## src/rtl/alu_ctrl_pkg.sv

```systemverilog
`default_nettype none
// ============================================================================
// Module      : alu_ctrl_pkg
// Description : Shared types, opcode constants and immediate helper for the
//               registered ALU control decoder (alu_ctrl_pipe).
// Revision    : 1.0 - initial release
// ============================================================================
package alu_ctrl_pkg;

  // Struct fields are sized for the widest datapath; narrower builds use the
  // low XLEN bits.
  localparam int unsigned XLEN_MAX = 64;

  typedef enum logic [3:0] {
    ALU_ADD   = 4'b0000,
    ALU_SLL   = 4'b0001,
    ALU_SLT   = 4'b0010,
    ALU_SLTU  = 4'b0011,
    ALU_XOR   = 4'b0100,
    ALU_SRL   = 4'b0101,
    ALU_OR    = 4'b0110,
    ALU_AND   = 4'b0111,
    ALU_SUB   = 4'b1000,
    ALU_PASSB = 4'b1001,
    ALU_SRA   = 4'b1101,
    ALU_NONE  = 4'b1111
  } alu_op_t;

  localparam logic [6:0] OPC_OP_IMM = 7'b0010011;
  localparam logic [6:0] OPC_OP     = 7'b0110011;
  localparam logic [6:0] OPC_LUI    = 7'b0110111;
  localparam logic [6:0] OPC_AUIPC  = 7'b0010111;
  localparam logic [6:0] OPC_JAL    = 7'b1101111;
  localparam logic [6:0] OPC_JALR   = 7'b1100111;
  localparam logic [6:0] OPC_LOAD   = 7'b0000011;
  localparam logic [6:0] OPC_STORE  = 7'b0100011;
  localparam logic [6:0] OPC_BRANCH = 7'b1100011;
  localparam logic [6:0] OPC_FENCE  = 7'b0001111;
  localparam logic [6:0] OPC_SYSTEM = 7'b1110011;

  localparam logic [6:0] F7_BASE   = 7'b0000000;
  localparam logic [6:0] F7_ALT    = 7'b0100000;
  localparam logic [6:0] F7_MULDIV = 7'b0000001;

  typedef enum logic [2:0] {
    IMM_NONE = 3'd0,
    IMM_I    = 3'd1,
    IMM_S    = 3'd2,
    IMM_B    = 3'd3,
    IMM_U    = 3'd4,
    IMM_J    = 3'd5
  } imm_fmt_t;

  typedef struct packed {
    alu_op_t               alu_op;
    logic                  b_imm;
    logic                  a_pc;
    logic [XLEN_MAX-1:0]   imm;
    logic                  illegal;
    logic [XLEN_MAX-1:0]   pc;
    logic                  md_sel;
    logic [2:0]            md_op;
  } dec_t;

  // Base ALU operation selected by funct3 when funct7 is all zeros.
  function automatic alu_op_t alu_from_f3(input logic [2:0] f3);
    alu_op_t r;
    case (f3)
      3'b000:  r = ALU_ADD;
      3'b001:  r = ALU_SLL;
      3'b010:  r = ALU_SLT;
      3'b011:  r = ALU_SLTU;
      3'b100:  r = ALU_XOR;
      3'b101:  r = ALU_SRL;
      3'b110:  r = ALU_OR;
      default: r = ALU_AND;
    endcase
    return r;
  endfunction

  // Sign-extended immediate for the given encoding format.
  function automatic logic [XLEN_MAX-1:0] imm_gen(input logic [31:0] inst,
                                                  input imm_fmt_t    fmt);
    logic [XLEN_MAX-1:0] r;
    case (fmt)
      IMM_I:   r = {{52{inst[31]}}, inst[31:20]};
      IMM_S:   r = {{52{inst[31]}}, inst[31:25], inst[11:7]};
      IMM_B:   r = {{51{inst[31]}}, inst[31], inst[7], inst[30:25], inst[11:8], 1'b0};
      IMM_U:   r = {{32{inst[31]}}, inst[31:12], 12'b0};
      IMM_J:   r = {{43{inst[31]}}, inst[31], inst[19:12], inst[20], inst[30:21], 1'b0};
      default: r = '0;
    endcase
    return r;
  endfunction

endpackage
`default_nettype wire

```

## src/rtl/alu_ctrl_dec.sv

```systemverilog
`default_nettype none
// ============================================================================
// Module      : alu_ctrl_dec
// Description : Combinational RV instruction decoder: inst/pc -> dec_t.
//               Define MEXT_EN to accept OP with funct7=0000001 (mul/div).
// Revision    : 1.0 - initial release
// ============================================================================
module alu_ctrl_dec
  import alu_ctrl_pkg::*;
#(
  parameter int XLEN = 32
) (
  input  logic [31:0]     inst_i,
  input  logic [XLEN-1:0] pc_i,
  output dec_t            dec_o
);

  logic [6:0] w_opc;
  logic [2:0] w_f3;
  logic [6:0] w_f7;
  logic       w_sh_zero;
  logic       w_sh_sra;
  alu_op_t    w_op;
  imm_fmt_t   w_fmt;
  logic       w_bimm;
  logic       w_apc;
  logic       w_ill;
  logic       w_md;

  assign w_opc = inst_i[6:0];
  assign w_f3  = inst_i[14:12];
  assign w_f7  = inst_i[31:25];

  // RV64 shift immediates use a 6-bit shamt, so only funct6 qualifies them.
  generate
    if (XLEN == 64) begin : g_shamt6
      assign w_sh_zero = (inst_i[31:26] == 6'b000000);
      assign w_sh_sra  = (inst_i[31:26] == 6'b010000);
    end else begin : g_shamt5
      assign w_sh_zero = (inst_i[31:25] == 7'b0000000);
      assign w_sh_sra  = (inst_i[31:25] == 7'b0100000);
    end
  endgenerate

  // Opcode/funct decode into ALU op, operand selects and immediate format.
  always_comb begin
    w_op   = ALU_NONE;
    w_fmt  = IMM_NONE;
    w_bimm = 1'b0;
    w_apc  = 1'b0;
    w_ill  = 1'b0;
    w_md   = 1'b0;
    case (w_opc)
      OPC_OP_IMM: begin
        w_bimm = 1'b1;
        w_fmt  = IMM_I;
        case (w_f3)
          3'b001: begin
            if (w_sh_zero) w_op = ALU_SLL;
            else           w_ill = 1'b1;
          end
          3'b101: begin
            if (w_sh_zero)     w_op = ALU_SRL;
            else if (w_sh_sra) w_op = ALU_SRA;
            else               w_ill = 1'b1;
          end
          default: w_op = alu_from_f3(w_f3);
        endcase
      end
      OPC_OP: begin
        if (w_f7 == F7_BASE) begin
          w_op = alu_from_f3(w_f3);
        end else if (w_f7 == F7_ALT) begin
          case (w_f3)
            3'b000:  w_op  = ALU_SUB;
            3'b101:  w_op  = ALU_SRA;
            default: w_ill = 1'b1;
          endcase
        end else if (w_f7 == F7_MULDIV) begin
`ifdef MEXT_EN
          w_md = 1'b1;
`else
          w_ill = 1'b1;
`endif
        end else begin
          w_ill = 1'b1;
        end
      end
      OPC_LUI: begin
        w_op   = ALU_PASSB;
        w_bimm = 1'b1;
        w_fmt  = IMM_U;
      end
      OPC_AUIPC: begin
        w_op   = ALU_ADD;
        w_apc  = 1'b1;
        w_bimm = 1'b1;
        w_fmt  = IMM_U;
      end
      OPC_JAL: begin
        w_op   = ALU_ADD;
        w_apc  = 1'b1;
        w_bimm = 1'b1;
        w_fmt  = IMM_J;
      end
      OPC_JALR: begin
        w_fmt = IMM_I;
        if (w_f3 == 3'b000) begin
          w_op   = ALU_ADD;
          w_bimm = 1'b1;
        end else begin
          w_ill = 1'b1;
        end
      end
      OPC_LOAD: begin
        w_fmt = IMM_I;
        case (w_f3)
          3'b000, 3'b001, 3'b010, 3'b100, 3'b101: begin
            w_op   = ALU_ADD;
            w_bimm = 1'b1;
          end
          default: w_ill = 1'b1;
        endcase
      end
      OPC_STORE: begin
        w_fmt = IMM_S;
        if (w_f3 <= 3'b010) begin
          w_op   = ALU_ADD;
          w_bimm = 1'b1;
        end else begin
          w_ill = 1'b1;
        end
      end
      OPC_BRANCH: begin
        w_fmt = IMM_B;
        if (w_f3 == 3'b010 || w_f3 == 3'b011) w_ill = 1'b1;
        else                                   w_op  = ALU_SUB;
      end
      OPC_FENCE, OPC_SYSTEM: begin
        w_op = ALU_NONE;
      end
      default: w_ill = 1'b1;
    endcase
  end

  // Illegal instructions carry no operation and no operand selects.
  always_comb begin
    dec_o         = '0;
    dec_o.alu_op  = w_ill ? ALU_NONE : w_op;
    dec_o.b_imm   = w_bimm & ~w_ill;
    dec_o.a_pc    = w_apc & ~w_ill;
    dec_o.imm     = imm_gen(inst_i, w_fmt);
    dec_o.illegal = w_ill;
    dec_o.pc      = XLEN_MAX'(pc_i);
    dec_o.md_sel  = w_md;
    dec_o.md_op   = w_f3;
  end

endmodule
`default_nettype wire

```

## src/rtl/alu_ctrl_pipe.sv

```systemverilog
`default_nettype none
// ============================================================================
// Module      : alu_ctrl_pipe
// Description : Registered ALU control decoder behind a valid/ready handshake
//               with a 2-entry skid buffer and a saturating illegal counter.
//               Define MEXT_EN to add out_md_op/out_md_sel and decode mul/div.
// Revision    : 1.0 - initial release
// ============================================================================
module alu_ctrl_pipe
  import alu_ctrl_pkg::*;
#(
  parameter int XLEN  = 32,
  parameter int CNT_W = 16
) (
  input  logic             clk,
  input  logic             rst_n,
  input  logic             in_valid,
  output logic             in_ready,
  input  logic [31:0]      in_inst,
  input  logic [XLEN-1:0]  in_pc,
  output logic             out_valid,
  input  logic             out_ready,
  output logic [XLEN-1:0]  out_pc,
  output logic [3:0]       out_alu_op,
  output logic             out_b_imm,
  output logic             out_a_pc,
  output logic [XLEN-1:0]  out_imm,
  output logic             out_illegal,
`ifdef MEXT_EN
  output logic [2:0]       out_md_op,
  output logic             out_md_sel,
`endif
  output logic [CNT_W-1:0] illegal_cnt
);

  dec_t             w_dec;
  logic             w_accept;
  logic             w_drain;
  logic             w_unused_bits;

  dec_t             out_q,       out_d;
  logic             out_valid_q, out_valid_d;
  dec_t             skid_q,      skid_d;
  logic             skid_valid_q, skid_valid_d;
  logic [CNT_W-1:0] cnt_q,       cnt_d;

  alu_ctrl_dec #(.XLEN(XLEN)) u_dec (
    .inst_i (in_inst),
    .pc_i   (in_pc),
    .dec_o  (w_dec)
  );

  assign in_ready = ~skid_valid_q;
  assign w_accept = in_valid & ~skid_valid_q;
  assign w_drain  = out_valid_q & out_ready;

  // Next-state for output/skid entries and the saturating illegal counter.
  always_comb begin
    out_d        = out_q;
    out_valid_d  = out_valid_q;
    skid_d       = skid_q;
    skid_valid_d = skid_valid_q;
    cnt_d        = cnt_q;
    if (skid_valid_q) begin
      // in_ready is low, so the only movement is skid -> output on drain.
      if (w_drain) begin
        out_d        = skid_q;
        out_valid_d  = 1'b1;
        skid_valid_d = 1'b0;
      end
    end else if (w_accept) begin
      if (!out_valid_q || w_drain) begin
        out_d       = w_dec;
        out_valid_d = 1'b1;
      end else begin
        skid_d       = w_dec;
        skid_valid_d = 1'b1;
      end
    end else if (w_drain) begin
      out_valid_d = 1'b0;
    end
    if (w_accept && w_dec.illegal && (cnt_q != {CNT_W{1'b1}})) begin
      cnt_d = cnt_q + {{(CNT_W-1){1'b0}}, 1'b1};
    end
  end

  // State registers; reset drops any in-flight entries.
  always_ff @(posedge clk or negedge rst_n) begin
    if (!rst_n) begin
      out_q        <= '0;
      out_valid_q  <= 1'b0;
      skid_q       <= '0;
      skid_valid_q <= 1'b0;
      cnt_q        <= '0;
    end else begin
      out_q        <= out_d;
      out_valid_q  <= out_valid_d;
      skid_q       <= skid_d;
      skid_valid_q <= skid_valid_d;
      cnt_q        <= cnt_d;
    end
  end

  assign out_valid   = out_valid_q;
  assign out_pc      = out_q.pc[XLEN-1:0];
  assign out_alu_op  = out_q.alu_op;
  assign out_b_imm   = out_q.b_imm;
  assign out_a_pc    = out_q.a_pc;
  assign out_imm     = out_q.imm[XLEN-1:0];
  assign out_illegal = out_q.illegal;
  assign illegal_cnt = cnt_q;
`ifdef MEXT_EN
  assign out_md_op   = out_q.md_op;
  assign out_md_sel  = out_q.md_sel;
`endif

  // Upper datapath bits (narrow XLEN) and md fields (no MEXT_EN) go unused.
  assign w_unused_bits = ^out_q;

endmodule
`default_nettype wire

```

## config.mk

```make
export PLATFORM = sky130hd
export DESIGN_NAME = alu_ctrl_pipe
export DESIGN_NICKNAME = d
export VERILOG_FILES = /design/src/rtl/alu_ctrl_pkg.sv /design/src/rtl/alu_ctrl_dec.sv /design/src/rtl/alu_ctrl_pipe.sv
export SDC_FILE = /design/constraint.sdc
export NUM_CORES = 1
export LEC_CHECK = 0
export ABC_CLOCK_PERIOD_IN_PS = 4400
export CORE_UTILIZATION = 55
export CTS_BUF_LIST = sky130_fd_sc_hd__clkbuf_2 sky130_fd_sc_hd__clkbuf_4 sky130_fd_sc_hd__clkbuf_8
export CTS_CLUSTER_SIZE = 14
export DETAILED_ROUTE_END_ITERATION = 10
export PLACE_DENSITY_LB_ADDON = 0.05
export SYNTH_ARGS = -nofsm -noshare
export SYNTH_HDL_FRONTEND = slang
export SYNTH_SLANG_ARGS = --single-unit
```

## constraint.sdc

```tcl
create_clock -name clk -period 4.4 [get_ports clk]
set_input_delay 0.88 -clock clk [delete_from_list [all_inputs] [get_ports clk]]
set_output_delay 0.88 -clock clk [all_outputs]
set_load 0.005 [all_outputs]
```

==> results.md <==
- CP max-delay cell: a222oi_1
- Top Usage Layer GRT: met2
- CTS sink cnt: 160
- EDFF count, synth: 0
- RSZ-0062 raised after global routing: false
- Tightest Hold Check Type: register to register
- Die H: 118 um
- Normalized max-slew margin: 0.250
- Critical path type: input pin to register
- Synthesized area: 7390 um2
- Most frequent CP cell: nand2_1
- CP max FO: 11
- Max Slew Vio Count: 0
- Top-area cell type share of the netlist area: 0.542
- Diodes inserted: 0
- Syn nets: 894
- P_leak: 0.00419 uW
- Post-Place Cell Area: 9060 um2
- Sequential Power Share: 0.417
- Hold Vio Cnt, Final: 0
- Final Instance Area: 9480 um2
- ANT nets after route: 0
- Switching Share: 0.343
- Min-Delay Endpoint: skid_q[11]$_DFFE_PN0P_
- WL/cell: 16.3 um
- Pin count of the biggest net entering global routing: 108
- Die width: 118 um
- Fmax: 0.274 GHz
- Clk_skew: 13.5 ps
- DR DRC count: 0
- Post-placement cell count: 1103
- Core ar.: 12900 um2
- CTS tree: built
- Minimum clock period: 3650 ps
- Initial Utilization: 0.574
- Num CTS Buffers: 17
- CP Cell Sequence: clkdlybuf4s50_1 -> nor4_1 -> nand2_1 -> a311o_1 -> a222oi_1 -> nand2_1 -> or2_1 -> o31ai_2
- Worst endpoint required time: 4750 ps
- Depth of the worst register-to-register path: 6
- Hold depth: 2
- Root Buffer: clkbuf_8
- Clock share of power: 0.210
- Via count: 6404
- Clk slew on worst S/H paths: 80 ps
- Top post-synthesis cells by area: dfrtp_1 (54%), nand2_1 (11%), o21ai_0 (8.0%)
- Worst R2R Setup Slack: 1970 ps
- CTS hold repair buffers: 0
- GR Util met1: 0.357
- CP Launch Type: input pin
- Final Util: 0.736
- Nets@finish: 1019
- Max Cap Violations: 0
- Final setup vio count: 0
- # resized after CTS: 0
- I/O Pins: 157
- Net Switching: 1860 uW
- Number of global-route vias before repair: 6159
- Area Growth Syn to Fin: 28.3%
- Post-CTS Setup Bufs: 0
- CP Data Arrival Time: 4000 ps
- Cell row count: 41
- Top FF cell, synth: dfrtp_1
- DR pass1 iterations: 5
- WL final: 18500 um
- Die area: 13900 um2
- Reg2reg end: out_b_imm$_DFFE_PN0P_
- Post-layout instance count excluding filler cells: 1135
- Share of cells above drive strength 1: 0.0561
- CP max stage delay: 600 ps
- Antenna violations before repair: 0
- Setup TNS: 0 ps
- Starting DRT DRC Count: 584
- Pin slew with the least headroom to its limit: 1130 ps
- First-pass GRT wire length: 30100 um
- Sequential area share after synthesis: 0.542
- Grt met2 use: 0.446
- Status: finished clean
- Port bufs: 156
- Total GRT Usage: 0.272
- Synth Instances: 825
- Period utilization: 0.828
- GPL Wtd Cong: 0.943
- Place WS: 391 ps
- Hold Crit Start: skid_q[11]$_DFFE_PN0P_
- CTS Buffer Depth: 2
- Post-synthesis cell type count: 50
- FF+latch count, synth: 160
- P per Cell Area: 571 nW/um2
- Max VDD drop: 0.441 mV
- Mean post-synth cell area: 8.96 um2
- R2r startpoint: skid_valid_q$_DFF_PN0_
- Final WS setup: 755 ps
- Via/cell ratio: 5.64
- CP endpoint kind: register
- Clock Latency Late Sink: 450 ps
- Comb pwr share: 0.373
- H-tree depth: 4
- GRT overflow: 0
- Largest area contributor in the netlist: dfrtp_1
- Ys async rst share: 1.00
- Detail Placement HPWL: 12100 um
- Met3 Track Usage GR: 0.0538
- Internal power: 3550 uW
- YS warnings: 0
stage by stage:
stage / hold WS [ps] / total power, uW
after floorplan: 442 / 3300
final: 482 / 5410
after global placement: 453 / 4210
after detailed placement: 463 / 4320
after global routing: 497 / 5790
after CTS: 483 / 5460
power by group through the flow:
stage | combinational (uW) | clock [uW] | sequential, uW
2_1_floorplan | 1060 | 0 | 2250
3_3_place_gp | 1960 | 0 | 2250
3_5_place_dp | 2030 | 0 | 2280
4_1_cts | 2040 | 1160 | 2250
5_1_grt | 2250 | 1230 | 2310
6_report | 2020 | 1140 | 2250
worst max-delay path, delay by kind of cell:
family          cells  cell delay [ps]
simple gates        4             1480
compound gates      3             1160
buf+inv             1              470
synth_stat cells, drive strengths merged (6+ instances only):
master  number
buf          8
a21oi       62
clkbuf      52
nand3       14
o21ai      119
and3        14
mux2i       32
nand4       10
and2        13
dfrtp      160
xnor2       14
nor2b        9
nor2        36
nand2      215
a22oi        6
logic make-up (layout without fill, tap and decap cells):
group | Yosys count | count (layout) | synth area share
AOI/OAI and AO/OA | 213 | 213 | 0.157
buffers and inverters | 65 | 203 | 0.0337
and+or+nand+nor | 336 | 336 | 0.200
adders and majority gates | 1 | 1 | 0.00169
DFF | 160 | 160 | 0.542
xor gates and xnor gates | 16 | 16 | 0.0190
muxes | 34 | 34 | 0.0464
flip-flops by register name, summed over array words and instances (netlist names):
signal and flops:
out_alu_op 4, out_pc 32, out_b_imm 1, out_illegal 1, out_a_pc 1, out_valid 1, out_imm 32, illegal_cnt 16
skid_valid_q 1, skid_q 71
cell usage in the layout, fill, tap and decap left out, drive strengths merged, types with 3 or more instances in the layout:
master,n
nand3b,3
nand2,215
a22oi,6
bufinv,3
clkinvlp,3
and2,13
o31ai,3
and3,14
xnor2,14
clkdlybuf4s50,155
a21oi,62
dfrtp,160
o21ai,119
nor3,4
nand2b,4
clkinv,5
buf,11
nand3,14
clkbuf,20
a21o,5
or2,4
a31oi,4
mux2i,32
inv,6
nand4,10
nor2b,9
nor2,36
layer usage:
| layer | routed length (um) | share of wire |
|---|---|---|
| met2 | 9000 | 0.49 |
| met5 | 0 | 0 |
| met3 | 977 | 0.053 |
| met1 | 8180 | 0.44 |
| met4 | 339 | 0.018 |
worst max path at each step:
stage / startpoint / end / slack [ps] / cells past startpoint
finish: in_inst[26] / out_b_imm$_DFFE_PN0P_ / 750 / 8
global route: in_inst[26] / out_b_imm$_DFFE_PN0P_ / 630 / 8
CTS: in_inst[26] / out_b_imm$_DFFE_PN0P_ / 880 / 8
detailed placement: in_inst[26] / out_b_imm$_DFFE_PN0P_ / 390 / 8
global placement: in_inst[26] / out_b_imm$_DFFE_PN0P_ / 500 / 8
floorplan: in_inst[3] / illegal_cnt[1]$_DFFE_PN0P_ / 1580 / 8
final cells by class:
type | instances | area [um2]
Sequential cell | 160 | 4010
Fill cell | 970 | 3390
Multi-Input combinational cell | 600 | 3140
Timing Repair Buffer | 166 | 1680
Clock buffer | 20 | 269
Tap cell | 172 | 215
Clock inverter | 12 | 158
Inverter | 5 | 18.8
No activity file was read; power rests on OpenSTA's default activity.
